--- src/rtl/psram_qspi_device_if.sv ---
// Pin and memory-port bundle for psram_qspi_device.
// slave is the device view; master is the controller/memory view.
interface psram_qspi_device_if #(
    parameter int unsigned ADDR_W = 24
);
    logic              sck;
    logic              ce_n;
    logic [3:0]        din;
    logic [3:0]        dout;
    logic [3:0]        douten;
    logic [ADDR_W-1:0] mem_addr;
    logic              mem_re;
    logic [7:0]        mem_rdata;
    logic              mem_we;
    logic [7:0]        mem_wdata;

    modport slave (
        input  sck, ce_n, din, mem_rdata,
        output dout, douten, mem_addr, mem_re, mem_we, mem_wdata
    );

    modport master (
        output sck, ce_n, din, mem_rdata,
        input  dout, douten, mem_addr, mem_re, mem_we, mem_wdata
    );
endinterface

--- src/rtl/psram_qspi_device.sv ---
// QSPI PSRAM device front end: quad read 0xEB / quad write 0x38 onto a byte memory port.
// Define PSRAM_DEVICE_WRAP1K_EN to wrap address increments inside the aligned 1 KiB page.
module psram_qspi_device #(
    parameter int unsigned ADDR_W = 24
) (
    input  logic               clk,
    input  logic               rst_n,
    psram_qspi_device_if.slave bus
);
    typedef enum logic [2:0] {
        StIdle, StCmd, StAddr, StDummy, StRdata, StWdata, StIgnore
    } state_e;

    localparam logic [23:0] AddrMask = 24'((32'd1 << ADDR_W) - 32'd1);

    function automatic logic [23:0] addr_inc(input logic [23:0] a);
`ifdef PSRAM_DEVICE_WRAP1K_EN
        return {a[23:10], 10'(a[9:0] + 10'd1)} & AddrMask;
`else
        return (a + 24'd1) & AddrMask;
`endif
    endfunction

    logic [1:0] sck_sync;
    logic [1:0] ce_sync;
    logic [3:0] din_meta;
    logic [3:0] din_sync;
    logic       sck_prev;
    logic       ce_prev;

    always_ff @(posedge clk or negedge rst_n) begin
        if (!rst_n) begin
            sck_sync <= '0;
            ce_sync  <= '0;
            din_meta <= '0;
            din_sync <= '0;
            sck_prev <= 1'b0;
            ce_prev  <= 1'b0;
        end else begin
            sck_sync <= {sck_sync[0], bus.sck};
            ce_sync  <= {ce_sync[0], bus.ce_n};
            din_meta <= bus.din;
            din_sync <= din_meta;
            sck_prev <= sck_sync[1];
            ce_prev  <= ce_sync[1];
        end
    end

    // Edge flags are valid two clk after the pin edge; acting on them lands on the third.
    logic sck_rise;
    logic sck_fall;
    logic ce_fall;
    logic ce_high;
    assign sck_rise = sck_sync[1] & ~sck_prev;
    assign sck_fall = ~sck_sync[1] & sck_prev;
    assign ce_fall  = ~ce_sync[1] & ce_prev;
    assign ce_high  = ce_sync[1];

    state_e      state;
    logic [2:0]  cnt;
    logic [6:0]  cmd_sr;
    logic [7:0]  cmd_next;
    logic [23:0] addr;
    logic        is_read;
    logic        nib_phase;
    logic [3:0]  wr_hi;
    logic [3:0]  rd_lo;
    logic [7:0]  rd_next;
    logic        rd_pend;
    logic        inc_pend;
    logic [3:0]  dout_r;
    logic [3:0]  douten_r;
    logic        mem_re_r;
    logic        mem_we_r;
    logic [7:0]  mem_wdata_r;

    assign cmd_next = {cmd_sr, din_sync[0]};

    always_ff @(posedge clk or negedge rst_n) begin
        if (!rst_n) begin
            state       <= StIdle;
            cnt         <= '0;
            cmd_sr      <= '0;
            addr        <= '0;
            is_read     <= 1'b0;
            nib_phase   <= 1'b0;
            wr_hi       <= '0;
            rd_lo       <= '0;
            rd_next     <= '0;
            rd_pend     <= 1'b0;
            inc_pend    <= 1'b0;
            dout_r      <= '0;
            douten_r    <= '0;
            mem_re_r    <= 1'b0;
            mem_we_r    <= 1'b0;
            mem_wdata_r <= '0;
        end else begin
            mem_re_r <= 1'b0;
            mem_we_r <= 1'b0;
            inc_pend <= 1'b0;
            rd_pend  <= mem_re_r;
            if (rd_pend) rd_next <= bus.mem_rdata;
            // Writes present the current address with the strobe, then advance.
            if (inc_pend) addr <= addr_inc(addr);
            if (state != StIdle && ce_high) begin
                state     <= StIdle;
                cnt       <= '0;
                nib_phase <= 1'b0;
                dout_r    <= '0;
                douten_r  <= '0;
            end else begin
                unique case (state)
                    StIdle: begin
                        if (ce_fall) begin
                            state <= StCmd;
                            cnt   <= '0;
                        end
                    end
                    StCmd: begin
                        if (sck_rise) begin
                            cmd_sr <= cmd_next[6:0];
                            cnt    <= cnt + 3'd1;
                            if (cnt == 3'd7) begin
                                cnt <= '0;
                                if (cmd_next == 8'hEB) begin
                                    state   <= StAddr;
                                    is_read <= 1'b1;
                                end else if (cmd_next == 8'h38) begin
                                    state   <= StAddr;
                                    is_read <= 1'b0;
                                end else begin
                                    state <= StIgnore;
                                end
                            end
                        end
                    end
                    StAddr: begin
                        if (sck_rise) begin
                            addr <= {addr[19:0], din_sync} & AddrMask;
                            cnt  <= cnt + 3'd1;
                            if (cnt == 3'd5) begin
                                cnt       <= '0;
                                nib_phase <= 1'b0;
                                state     <= is_read ? StDummy : StWdata;
                            end
                        end
                    end
                    StDummy: begin
                        if (sck_rise) begin
                            cnt <= cnt + 3'd1;
                            if (cnt == 3'd5) begin
                                cnt      <= '0;
                                mem_re_r <= 1'b1;
                                state    <= StRdata;
                            end
                        end
                    end
                    StRdata: begin
                        // Presenting a high nibble also prefetches the following byte.
                        if (sck_fall) begin
                            douten_r <= 4'hF;
                            if (!nib_phase) begin
                                dout_r    <= rd_next[7:4];
                                rd_lo     <= rd_next[3:0];
                                addr      <= addr_inc(addr);
                                mem_re_r  <= 1'b1;
                                nib_phase <= 1'b1;
                            end else begin
                                dout_r    <= rd_lo;
                                nib_phase <= 1'b0;
                            end
                        end
                    end
                    StWdata: begin
                        if (sck_rise) begin
                            if (!nib_phase) begin
                                wr_hi     <= din_sync;
                                nib_phase <= 1'b1;
                            end else begin
                                mem_we_r    <= 1'b1;
                                mem_wdata_r <= {wr_hi, din_sync};
                                inc_pend    <= 1'b1;
                                nib_phase   <= 1'b0;
                            end
                        end
                    end
                    StIgnore: begin
                    end
                    default: state <= StIdle;
                endcase
            end
        end
    end

    assign bus.dout      = dout_r;
    assign bus.douten    = douten_r;
    assign bus.mem_addr  = addr[ADDR_W-1:0];
    assign bus.mem_re    = mem_re_r;
    assign bus.mem_we    = mem_we_r;
    assign bus.mem_wdata = mem_wdata_r;
endmodule

--- src/flat_wrapper.sv ---
// flat-port wrapper written by rule: the top's interface ports become plain ports
module psram_qspi_device_flat 
#(
    parameter int unsigned ADDR_W = 24
)
  (clk, rst_n, bus_sck, bus_ce_n, bus_din, bus_mem_rdata, bus_dout, bus_douten, bus_mem_addr, bus_mem_re, bus_mem_we, bus_mem_wdata);
  psram_qspi_device_if #(.ADDR_W(ADDR_W)) bus_i ();
  input  logic clk;
  input  logic rst_n;
  input wire logic [$bits(bus_i.sck)-1:0] bus_sck;
  input wire logic [$bits(bus_i.ce_n)-1:0] bus_ce_n;
  input wire logic [$bits(bus_i.din)-1:0] bus_din;
  input wire logic [$bits(bus_i.mem_rdata)-1:0] bus_mem_rdata;
  output wire logic [$bits(bus_i.dout)-1:0] bus_dout;
  output wire logic [$bits(bus_i.douten)-1:0] bus_douten;
  output wire logic [$bits(bus_i.mem_addr)-1:0] bus_mem_addr;
  output wire logic [$bits(bus_i.mem_re)-1:0] bus_mem_re;
  output wire logic [$bits(bus_i.mem_we)-1:0] bus_mem_we;
  output wire logic [$bits(bus_i.mem_wdata)-1:0] bus_mem_wdata;
  assign bus_i.sck = bus_sck;
  assign bus_i.ce_n = bus_ce_n;
  assign bus_i.din = bus_din;
  assign bus_i.mem_rdata = bus_mem_rdata;
  assign bus_dout = bus_i.dout;
  assign bus_douten = bus_i.douten;
  assign bus_mem_addr = bus_i.mem_addr;
  assign bus_mem_re = bus_i.mem_re;
  assign bus_mem_we = bus_i.mem_we;
  assign bus_mem_wdata = bus_i.mem_wdata;
  psram_qspi_device #(.ADDR_W(ADDR_W)) u_core (.clk(clk), .rst_n(rst_n), .bus(bus_i));
endmodule
--- config.mk ---
export PLATFORM = sky130hd
export DESIGN_NAME = psram_qspi_device_flat
export DESIGN_NICKNAME = d
export VERILOG_FILES = /design/src/rtl/psram_qspi_device_if.sv /design/src/rtl/psram_qspi_device.sv /design/src/flat_wrapper.sv
export SDC_FILE = /design/constraint.sdc
export NUM_CORES = 1
export LEC_CHECK = 0
export ABC_AREA = 1
export CELL_PAD_IN_SITES_DETAIL_PLACEMENT = 1
export CELL_PAD_IN_SITES_GLOBAL_PLACEMENT = 1
export CORE_MARGIN = 4
export CORE_UTILIZATION = 41
export CTS_CLUSTER_SIZE = 16
export DETAILED_ROUTE_END_ITERATION = 16
export PLACE_DENSITY_LB_ADDON = 0.15
export SETUP_SLACK_MARGIN = 0.05
export SLEW_MARGIN = 20
export SYNTH_ARGS = -nofsm -noshare
export SYNTH_HDL_FRONTEND = slang
export SYNTH_SLANG_ARGS = --single-unit
export TNS_END_PERCENT = 20
--- constraint.sdc ---
create_clock -name clk -period 2 [get_ports clk]
set_input_delay 0.6 -clock clk [delete_from_list [all_inputs] [get_ports clk]]
set_output_delay 0.6 -clock clk [all_outputs]
set_load 0.02 [all_outputs]
# Yosys cells after proc, flatten, opt, wreduce, memory -nomap -nowiden
# Index checks and enable logic that the tools add are counted.
dict set report word_totals {
  regBits 88
  latch_bits 0
  ramBits 0
  romBits 0
  in_bits 16
  word_cells 121
  memories 0
}
dict set report op_classes {
  addsub 2
  multipliers 0
  n_div 0
  order_cmp 0
  eq_ne 21
  shift 0
  muxes 50
  n_bitwise 8
  reduce_logical 19
}
# cell count
set op_table {}
lappend op_table {{$mux 24} 5}
lappend op_table {{$mux 3} 17}
lappend op_table {{$pmux 24 s2} 1}
lappend op_table {{$ne 3x1->1 const B} 10}
lappend op_table {{$mux 4} 7}
lappend op_table {{$add 24x1->24 const B} 1}
lappend op_table {{$mux 1} 16}
lappend op_table {{$reduce_and 4->1} 4}
lappend op_table {{$eq 3x3->1 const B} 5}
lappend op_table {{$pmux 3 s5} 1}
lappend op_table {{$reduce_and 5->1} 2}
lappend op_table {{$pmux 3 s3} 1}
lappend op_table {{$eq 8x6->1 const B} 1}
lappend op_table {{$eq 8x8->1 const B} 1}
lappend op_table {{$reduce_and 8->1} 1}
lappend op_table {{$reduce_bool 4->1} 2}
lappend op_table {{$eq 3x2->1 const B} 2}
lappend op_table {{$reduce_bool 2->1} 3}
lappend op_table {{$not 1->1} 5}
lappend op_table {{$add 3x1->3 const B} 1}
lappend op_table {{$and 1x1->1} 3}
lappend op_table {{$eq 3x1->1 const B} 1}
lappend op_table {{$logic_not 3->1} 1}
lappend op_table {{$pmux 1 s3} 1}
lappend op_table {{other kinds (8)} 8}

# Depth between registers and ports, before layout
# Gate-level depths: netlist of run 1.
dict set report logic_depth {
  word_depth 7
  mapped_depth 13
  mapped_depth_nobuf 13
}

# Worst setup path after synthesis of run 1
# OpenSTA, ideal clock, no wires.
dict set report synth_timing {
  path_type {register -> register}
  from {register u_core.addr[0] (netlist: u_core.bus.mem_addr[0])}
  to {register u_core.addr[10] (netlist: u_core.bus.mem_addr[10])}
  setup_time_ps 117
  arrival_ps 1724
  required_ps 1883
  path_slack_ps 159
  path_stages_with_launch 13
  period_less_slack_ps 1841
  path_cell_list {dfrtp_1 -> ha_1 -> nand2_1 -> nor2_2 -> nand2_1 -> inv_1 -> nand2_1 -> nand3_1 -> nand2_1 -> o21ai_0 -> nand2_1 -> nand2_1 -> nand2_1}
}
dict set report synth_via {
  elab_chain_cells 6
  word_cells_on_any_way 7
  cone_classes {add/sub: 1; mux: 6}
}
# element line
set synth_rtl {}
lappend synth_rtl {{from (decl)} psram_qspi_device.sv:63} ;# logic [23:0] addr;
lappend synth_rtl {{from (signal assigned)} psram_qspi_device.sv:104} ;# if (inc_pend) addr <= addr_inc(addr);
lappend synth_rtl {{from (signal assigned)} psram_qspi_device.sv:139} ;# addr <= {addr[19:0], din_sync} & AddrMask;
lappend synth_rtl {{from (signal assigned)} psram_qspi_device.sv:165} ;# addr <= addr_inc(addr);
lappend synth_rtl {{$add 24x1->24 (*)} psram_qspi_device.sv:20} ;# return (a + 24'd1) & AddrMask;
lappend synth_rtl {{$mux 24} psram_qspi_device.sv:104}
lappend synth_rtl {{$mux 24} psram_qspi_device.sv:162} ;# if (!nib_phase) begin
lappend synth_rtl {{$mux 24} psram_qspi_device.sv:160} ;# if (sck_fall) begin
lappend synth_rtl {{$pmux 24 s2} psram_qspi_device.sv:112} ;# unique case (state)
lappend synth_rtl {{$mux 24 (*)} psram_qspi_device.sv:105} ;# if (state != StIdle && ce_high) begin
# Every way passes the cells marked *; elsewhere a longest branch is shown, timed or not.
# A chain may end at the register's enable or synchronous reset.

# Final worst setup path of run 1
dict set report layout_timing {
  from {register u_core.dout_r[3] (netlist: u_core.bus.dout[3])}
  to {output bus_dout[3]}
}
# element line
set layout_rtl {}
lappend layout_rtl {{from (decl)} psram_qspi_device.sv:71} ;# logic [3:0] dout_r;
lappend layout_rtl {{from (signal assigned)} psram_qspi_device.sv:163} ;# dout_r <= rd_next[7:4];
lappend layout_rtl {{from (signal assigned)} psram_qspi_device.sv:169} ;# dout_r <= rd_lo;
lappend layout_rtl {{to (decl)} flat_wrapper.sv:14} ;# output wire logic [$bits(bus_i.dout)-1:0] bus_dout;
# No word-level cell between the ends.

==> key figures, run 1 <==
Power and ir drop
  • Clock power share: approximately 21%
  • Combinational power share: 45.7%
  • Leak pwr: 0.00309 uW
  • Internal power: 4350 uW
  • Sw Ratio: 45.6%
  • Max IR drop VDD: around 860 uV
  • Register share of total power: ~34%
  • Sw power: approximately 3600 uW
  • Power per Cell Area: between 1000 and 1500 nW/um2

Timing
  • Final setup violation count: 0
  • Setup ws final: about 0.072 ns
  • Clock Skew: 0.00782 ns
  • Min Tclk post-route: between 1.5 and 2 ns
  • Max_slew headroom: 72.3%
  • Final Cycle Share: 96.4%
  • Worst slew pin tran: ~0.42 ns
  • Hold Fails Final Rpt: 0
  • RSZ-0062 raised after global routing: true
  • Max-slew violation count: 0
  • Fmax: between 0.5 and 0.6 GHz
  • WHS: ~0.11 ns
  • Setup tns final: 0 ns

Setup path
  • CP Launch Type: flip-flop
  • Crit Reg-Reg Endpoint: u_core.bus.mem_addr[17]$_DFF_PN0_
  • Cell Chain, Critical Path: clkdlybuf4s50_1
  • Critical path arrival: roughly 1.3 ns
  • Slowest cell on the critical path: clkdlybuf4s50_1
  • CP delay by family, top: buffers and inverters
  • Crit end category: primary output
  • CP max stage delay: roughly 0.61 ns
  • Setup Crit Path Kind: reg -> out
  • Worst-case reg-to-reg path depth: 11
  • Req. time, crit path: between 1 and 1.5 ns
  • Worst Setup SP: u_core.bus.dout[3]$_DFFE_PN0P_
  • Critical path depth: 1
  • Worst reg2reg startpoint: u_core.bus.mem_addr[5]$_DFF_PN0_
  • Max FO, Critical Path: 2
  • R2R setup slack: about 0.17 ns
  • Critical path buffers and inverters: 1
  • CP Capture Point: bus_dout[3]

Floorplanning
  • Initial core utilization: between 40% and 50%
  • I/O pins: 58
  • Die area: approximately 14000 um2
  • Horiz. Die Dim: approximately 120 um
  • CORE AREA: between 10000 and 15000 um2
  • Die Span Y: roughly 120 um
  • Row count: 40

Global route
  • First-pass GRT wire length: between 20000 and 30000 um
  • Initial antenna violation count: 0
  • GRT Total Usage: ~25%
  • GRT overflow: 0
  • Number of global-route vias before repair: roughly 5700
  • Largest net degree at the start of global routing: 46

Final layout
  • Commonest cells after routing, fill and taps aside: nand2_1, dfrtp_1, nand3_1, o21ai_0, inv_1
  • # diodes: 0
  • # nets final: slightly above 800
  • Area growth, synth to finish: 23.5%
  • Finished Layout Cells: just under 1000
  • Most common cell after layout, fill and taps aside: nand2_1
  • Fraction of layout cells with a size suffix above 1: 11.5%
  • Design area: between 6000 and 7000 um2

Synth
  • Synth top area share: about two fifths
  • Post-synth top area cell: dfrtp_1
  • Post-synthesis register bit count: 85
  • Cell variety after synth: 38
  • Synthesized cell area: 5090 um2
  • Mean post-synth cell area: around 6.9 um2
  • Gate Count Post-Synth: about 740
  • Synthesis Warnings: 0
  • Top cells by area, synth: dfrtp_1, nand2_1, nand3_1
  • Post-synthesis sequential area ratio: about two fifths
  • Syn_nets: between 700 and 800

Routing
  • Vias/cell: between 5 and 6
  • Drt pass-1 iters: 5
  • Final WL: 17200 um
  • Drt wl/cell: between 15 and 20 um
  • Vias: between 5000 and 6000
  • ANT nets after route: 0
  • DRC: 0
  • Iteration-0 DRC count of the detailed router: ~250

Placement
  • DP Worst Slack: -0.0539 ns
  • Port Buffer Count: 57
  • Cells after DPL: between 900 and 1000
  • Dpl hpwl: 12500 um
  • Final GP Congestion: approximately 0.89
  • Post-DP Area: around 6000 um2

CTS
  • CTS buffer count: 9
  • Clk sinks: between 80 and 90
  • H-tree levels: 3
  • Worst-Skew Late Latency: approximately 0.36 ns
  • TritonCTS clock tree: yes
  • CTS Buffer Depth: 2
  • Clock transition at path regs: roughly 0.070 ns
  • Root buf cell: clkbuf_16

Hold path
  • Min-delay worst type: in -> async

Run status
  • Status: completed

Job
  • # Max-Cap Violations: 0
-- power groups by stage --
stage	Sequential (uW)	Combinational (uW)	Clock, uW
after CTS	2690	3580	1680
after detailed placement	2710	3680	0
after global placement	2690	3510	0
final	2700	3660	1640
after global routing	2780	4070	1750
after floorplan	2840	2010	0
-- synth_stat cells --
master	count
o21bai_1	1
ha_1	4
nand3_2	1
buf_2	10
nand4_1	6
nand2_1	272
nand2_2	5
clkbuf_1	7
o22ai_1	3
nor2_2	7
a21oi_1	25
nand3_1	70
nor2_1	43
a22oi_1	2
dfrtp_1	85
o211ai_1	6
clkbuf_2	1
and2_1	1
nor2_4	6
inv_1	65
o21ai_2	1
o21ai_0	66
buf_1	2
or2_2	1
inv_2	8
mux2i_1	1
xnor2_1	1
buf_6	2
nor3_2	1
xor2_1	7
a21oi_2	1
nor4_1	2
a31oi_1	2
nor3_1	2
o21ai_1	12
or2_0	1
nand2_4	1
buf_4	4
-- area by class of cell --
cell class	count	area (um2)
clock buffers	10	239
clock inverters	6	41.3
fillers	1558	5770
inverters	73	274
multi-input cells	551	2600
flip-flops and latches	85	2140
well taps	168	210
repair buffers	85	788
-- cells by family (layout without fill, tap and decap cells) --
group | count (synthesis) | after routing | share of synthesized area [%]
flip-flops | 85 | 85 | 41.8
XOR/XNOR | 8 | 8 | 1.38
AO/OA/AOI/OAI | 119 | 119 | 12.4
multiplexers | 1 | 1 | 0.197
AND/OR/NAND/NOR | 419 | 419 | 35.1
buffers and inverters | 99 | 174 | 8.16
adder cells (fa/ha/maj) | 4 | 4 | 0.983
-- per-layer routing --
metal / track usage (%) / wire (um) / vias up
li1: - / - / 2497
met2: 45.3 / 9000 / 119
met4: 10.8 / 541 / 0
met3: 5.13 / 781 / 45
met5: 0 / 0 / -
met1: 28.9 / 6840 / 2553
-- worst min path at each step --
| stage | from | end | slack (ns) | depth (start not counted) |
|---|---|---|---|---|
| after floorplan | rst_n | u_core.bus.dout[0]$_DFFE_PN0P_ | 0.30 | 0 |
| after global placement | u_core.din_meta[0]$_DFF_PN0_ | u_core.din_sync[0]$_DFF_PN0_ | 0.33 | 0 |
| after detailed placement | u_core.din_meta[0]$_DFF_PN0_ | u_core.din_sync[0]$_DFF_PN0_ | 0.34 | 0 |
| after CTS | rst_n | u_core.bus.mem_addr[10]$_DFF_PN0_ | 0.12 | 1 |
| after global routing | rst_n | u_core.bus.mem_addr[5]$_DFF_PN0_ | 0.12 | 1 |
| final | rst_n | u_core.bus.mem_addr[5]$_DFF_PN0_ | 0.11 | 1 |
-- flip-flops by register name (all words and copies together) (netlist names) --
signal                flops
u_core.bus.mem_addr      24
u_core.bus.mem_wdata      8
u_core.rd_next            8
u_core.cmd_sr             7
u_core.bus.dout           4
u_core.din_meta           4
u_core.din_sync           4
u_core.rd_lo              4
u_core.wr_hi              4
u_core.cnt                3
u_core.state              3
u_core.ce_sync            2
u_core.sck_sync           2
u_core.bus.douten         1
u_core.bus.mem_re         1
u_core.ce_prev            1
u_core.inc_pend           1
u_core.is_read            1
u_core.nib_phase          1
u_core.rd_pend            1
u_core.sck_prev           1
-- stage by stage --
step	total power, uW	utilization (%)
final	8000	52.1
after global routing	8600	52.1
after CTS	7940	51.4
after detailed placement	6400	49.4
after global placement	6200	49.4
after floorplan	4860	-
-- repair_timing --
| action | 4_1_cts | 5_1_grt |
|---|---|---|
| endpoints found under the hold margin | 0 | 0 |
| hold buffers | 0 | 0 |
| pin swaps | 0 | 2 |
| gates resized for setup | 34 | 18 |
| setup buffers | 0 | 4 |
| endpoints found under the setup margin | 40 | 32 |
(Power assumes the default switching activity.)
==> inputs of run 2 (changes only) <==
--- a/config.mk
+++ b/config.mk
@@ -9,7 +9,7 @@
 export CELL_PAD_IN_SITES_DETAIL_PLACEMENT = 1
 export CELL_PAD_IN_SITES_GLOBAL_PLACEMENT = 1
 export CORE_MARGIN = 4
-export CORE_UTILIZATION = 41
+export CORE_UTILIZATION = 28
 export CTS_CLUSTER_SIZE = 16
 export DETAILED_ROUTE_END_ITERATION = 16
 export PLACE_DENSITY_LB_ADDON = 0.15
==> run 2 against run 1 <==
Sequential cell count is the same; largest power group unchanged; final area grew 2.1%; final cell count grew 7.7%; utilization shrank 16 points; register-to-register slack gained 0.03 ns; sequential share of layout area shrank 0.81 points; maximum frequency grew 0.41%; worst hold slack gained 0.078 ns; clock skew grew 0.00086 ns; critical path type unchanged; highest routed layer unchanged; global-route usage shrank 7.2 points; setup slack gained 0.0078 ns; critical path depth is the same.
==> key figures, run 2 (synthesized netlist as in run 1, its figures left out) <==
Run status
  • Status: completed (unchanged)

Timing
  • Clock Skew: 0.00868 ns (was 0.00782 ns)
  • Min Tclk post-route: 1.92 ns (was 1.93 ns)
  • Worst slew pin tran: 0.481 ns (was 0.416 ns)
  • Final Cycle Share: 96.0% (was 96.4%)
  • WHS: 0.190 ns (was 0.112 ns)
  • Setup tns final: 0 ns (unchanged)
  • Final setup violation count: 0 (unchanged)
  • Max_slew headroom: 67.9% (was 72.3%)
  • Hold Fails Final Rpt: 0 (unchanged)
  • Max-slew violation count: 0 (unchanged)
  • Fmax: 0.521 GHz (was 0.519 GHz)
  • RSZ-0062 raised after global routing: true (unchanged)

Routing
  • Drt pass-1 iters: 4 (was 5)
  • Vias/cell: 4.91 (was 5.33)
  • Final WL: 17700 um (was 17200 um)
  • Highest routed layer: met4 (unchanged)
  • ANT nets after route: 0 (unchanged)
  • DRC: 0 (unchanged)
  • Iteration-0 DRC count of the detailed router: 194 (was 248)
  • Drt wl/cell: 16.8 um (was 17.6 um)
  • Met3 WL: 605 um (was 781 um)
  • Met1 Routed Length: 7700 um (was 6840 um)
  • Metal2 WL: 9100 um (was 9000 um)
  • Vias: 5166 (was 5214)

Placement
  • Port Buffer Count: 57 (unchanged)
  • Dpl hpwl: 13300 um (was 12500 um)
  • Final GP Congestion: 0.873 (was 0.888)
  • Post-DP Area: 6140 um2 (was 5960 um2)

Final layout
  • Fraction of layout cells with a size suffix above 1: 11.9% (was 11.5%)
  • Design area: 6420 um2 (was 6290 um2)
  • Most common cell after layout, fill and taps aside: nand2_1 (unchanged)
  • # diodes: 0 (unchanged)
  • # nets final: 839 (was 825)
  • Area growth, synth to finish: 26.2% (was 23.5%)
  • Commonest cells after routing, fill and taps aside: nand2_1, dfrtp_1, nand3_1, inv_1, o21ai_0 (was nand2_1, dfrtp_1, nand3_1, o21ai_0, inv_1)
  • Number of flip-flops in the largest register: 24 (unchanged)

CTS
  • CTS Buffer Depth: 2 (unchanged)
  • H-tree levels: 3 (unchanged)
  • Clock transition at path regs: 0.07 ns (about the same)
  • Cts hold-fix bufs: 0 (unchanged)
  • Worst-Skew Late Latency: 0.35 ns (was 0.36 ns)
  • CTS buffer count: 9 (unchanged)
  • Root buf cell: clkbuf_16 (unchanged)
  • TritonCTS clock tree: yes (unchanged)
  • Clk sinks: 85 (unchanged)

Setup path
  • Max FO, Critical Path: 2 (unchanged)
  • Critical path buffers and inverters: 1 (unchanged)
  • Crit end category: primary output (unchanged)
  • Slowest cell on the critical path: clkdlybuf4s50_1 (unchanged)
  • Critical path arrival: 1.32 ns (was 1.33 ns)
  • CP Launch Type: flip-flop (unchanged)
  • Req. time, crit path: 1.40 ns (about the same)
  • CP delay by family, top: buffers and inverters (unchanged)
  • Worst-case reg-to-reg path depth: 12 (was 11)
  • Critical path depth: 1 (unchanged)
  • CP max stage delay: 0.61 ns (about the same)
  • Setup Crit Path Kind: reg -> out (unchanged)
  • Cell Chain, Critical Path: clkdlybuf4s50_1 (unchanged)

Power and ir drop
  • Power Total: 7970 uW (was 8000 uW)
  • Max IR drop VDD: 605 uV (was 858 uV)
  • Leak pwr: 0.00317 uW (was 0.00309 uW)
  • Power per Cell Area: 1240 nW/um2 (was 1270 nW/um2)

Floorplanning
  • Die area: 20400 um2 (was 14300 um2)
  • Initial core utilization: 28.4% (was 42.2%)
  • Horiz. Die Dim: 143 um (was 119 um)
  • Die Span Y: 143 um (was 119 um)
  • I/O pins: 58 (unchanged)
  • Row count: 49 (was 40)
  • CORE AREA: 17900 um2 (was 12100 um2)

Job
  • # Max-Cap Violations: 0 (unchanged)

Hold path
  • Min-delay worst type: in -> async (unchanged)

Global route
  • First-pass GRT wire length: 28800 um (was 28700 um)
  • Initial antenna violation count: 0 (unchanged)
  • GRT Total Usage: 18.0% (was 25.2%)
  • Number of global-route vias before repair: 5534 (was 5712)
  • GRT overflow: 0 (unchanged)
  • Largest net degree at the start of global routing: 35 (was 46)
==> run 2: cell types whose count changed in the layout (fill, tap and decap cells not counted), moves of 2 or more <==
| cell | change |
|---|---|
| buf_4 | +16 |
| dfrtp_1 | +5 |
| dfrtp_2 | -5 |
| buf_12 | -2 |
| clkinv_2 | -2 |
| nor2_4 | -2 |
| xor2_1 | +2 |
| xor2_2 | -2 |
==> run 2: area by class of cell <==
type / count / area, um2
fillers: 2258 / 11500
repair buffers: 99 / 872
flip-flops and latches: 85 / 2130
inverters: 73 / 274
clock inverters: 6 / 51.3
multi-input cells: 551 / 2570
clock buffers: 10 / 239
well taps: 229 / 287
==> run 2: worst reg2reg max path, stage by stage, from the launching register on <==
cell and delay (ns):
dfrtp_1 0.38, buf_4 0.19, inv_1 0.10, nor2_4 0.22, nand2_4 0.10, nor2_2 0.18
nand2_1 0.07, nand2_1 0.08, nand3_1 0.11, nand3_1 0.10, nand3_1 0.08, nand2_1 0.06
nand2_1 0.05
==> run 2: path summary, 6_finish.rpt <==
path | slack [ns] | to | startpoint
setup reg to reg | 0.20 | u_core.bus.mem_addr[23]$_DFF_PN0_ | u_core.bus.mem_addr[0]$_DFF_PN0_
max in group asynchronous | 1.21 | u_core.bus.mem_addr[9]$_DFF_PN0_ | rst_n
hold reg to reg | 0.35 | u_core.din_sync[2]$_DFF_PN0_ | u_core.din_meta[2]$_DFF_PN0_
min in group clk | 0.35 | u_core.din_sync[2]$_DFF_PN0_ | u_core.din_meta[2]$_DFF_PN0_
setup / recovery | 0.08 | bus_dout[0] | u_core.bus.dout[0]$_DFFE_PN0P_
hold / removal | 0.19 | u_core.bus.mem_addr[22]$_DFF_PN0_ | rst_n
==> run 2: through the flow <==
step	setup slack (ns)	cells	util [%]
final	0.0802	1053	35.9
after global routing	0.0274	1053	35.9
after CTS	0.0511	1052	35.7
after detailed placement	-0.0158	1036	34.3
after global placement	0.0860	1036	34.3
after floorplan	0.159	735	-
==> run 2: routing by layer <==
layer  track usage (%)  up-vias
met5                 0        -
met4              5.25        0
met3              3.45       24
met2              32.8       88
met1              21.5     2533
li1                  -     2521
==> run 2: timing repair <==
action | 4_1_cts | 5_1_grt
pin swaps | 0 | 1
setup endpoints to repair | 37 | 20
setup buffers | 0 | 1
gates resized for setup | 33 | 9
==> run 2: power breakdown <==
group | internal (uW) | total, uW | leakage, uW | switching (uW)
sequential | 2200 | 2690 | 0.00110 | 489
combinational | 1280 | 3600 | 0.00193 | 2320
clock | 899 | 1680 | 0.000146 | 781
==> inputs of run 3 (changes only) <==
--- a/config.mk
+++ b/config.mk
@@ -9,7 +9,7 @@
 export CELL_PAD_IN_SITES_DETAIL_PLACEMENT = 1
 export CELL_PAD_IN_SITES_GLOBAL_PLACEMENT = 1
 export CORE_MARGIN = 4
-export CORE_UTILIZATION = 28
+export CORE_UTILIZATION = 41
 export CTS_CLUSTER_SIZE = 16
 export DETAILED_ROUTE_END_ITERATION = 16
 export PLACE_DENSITY_LB_ADDON = 0.15
==> results of run 3 <==
Same layout as run 1: the final DEF is identical, and so are final timing and power.
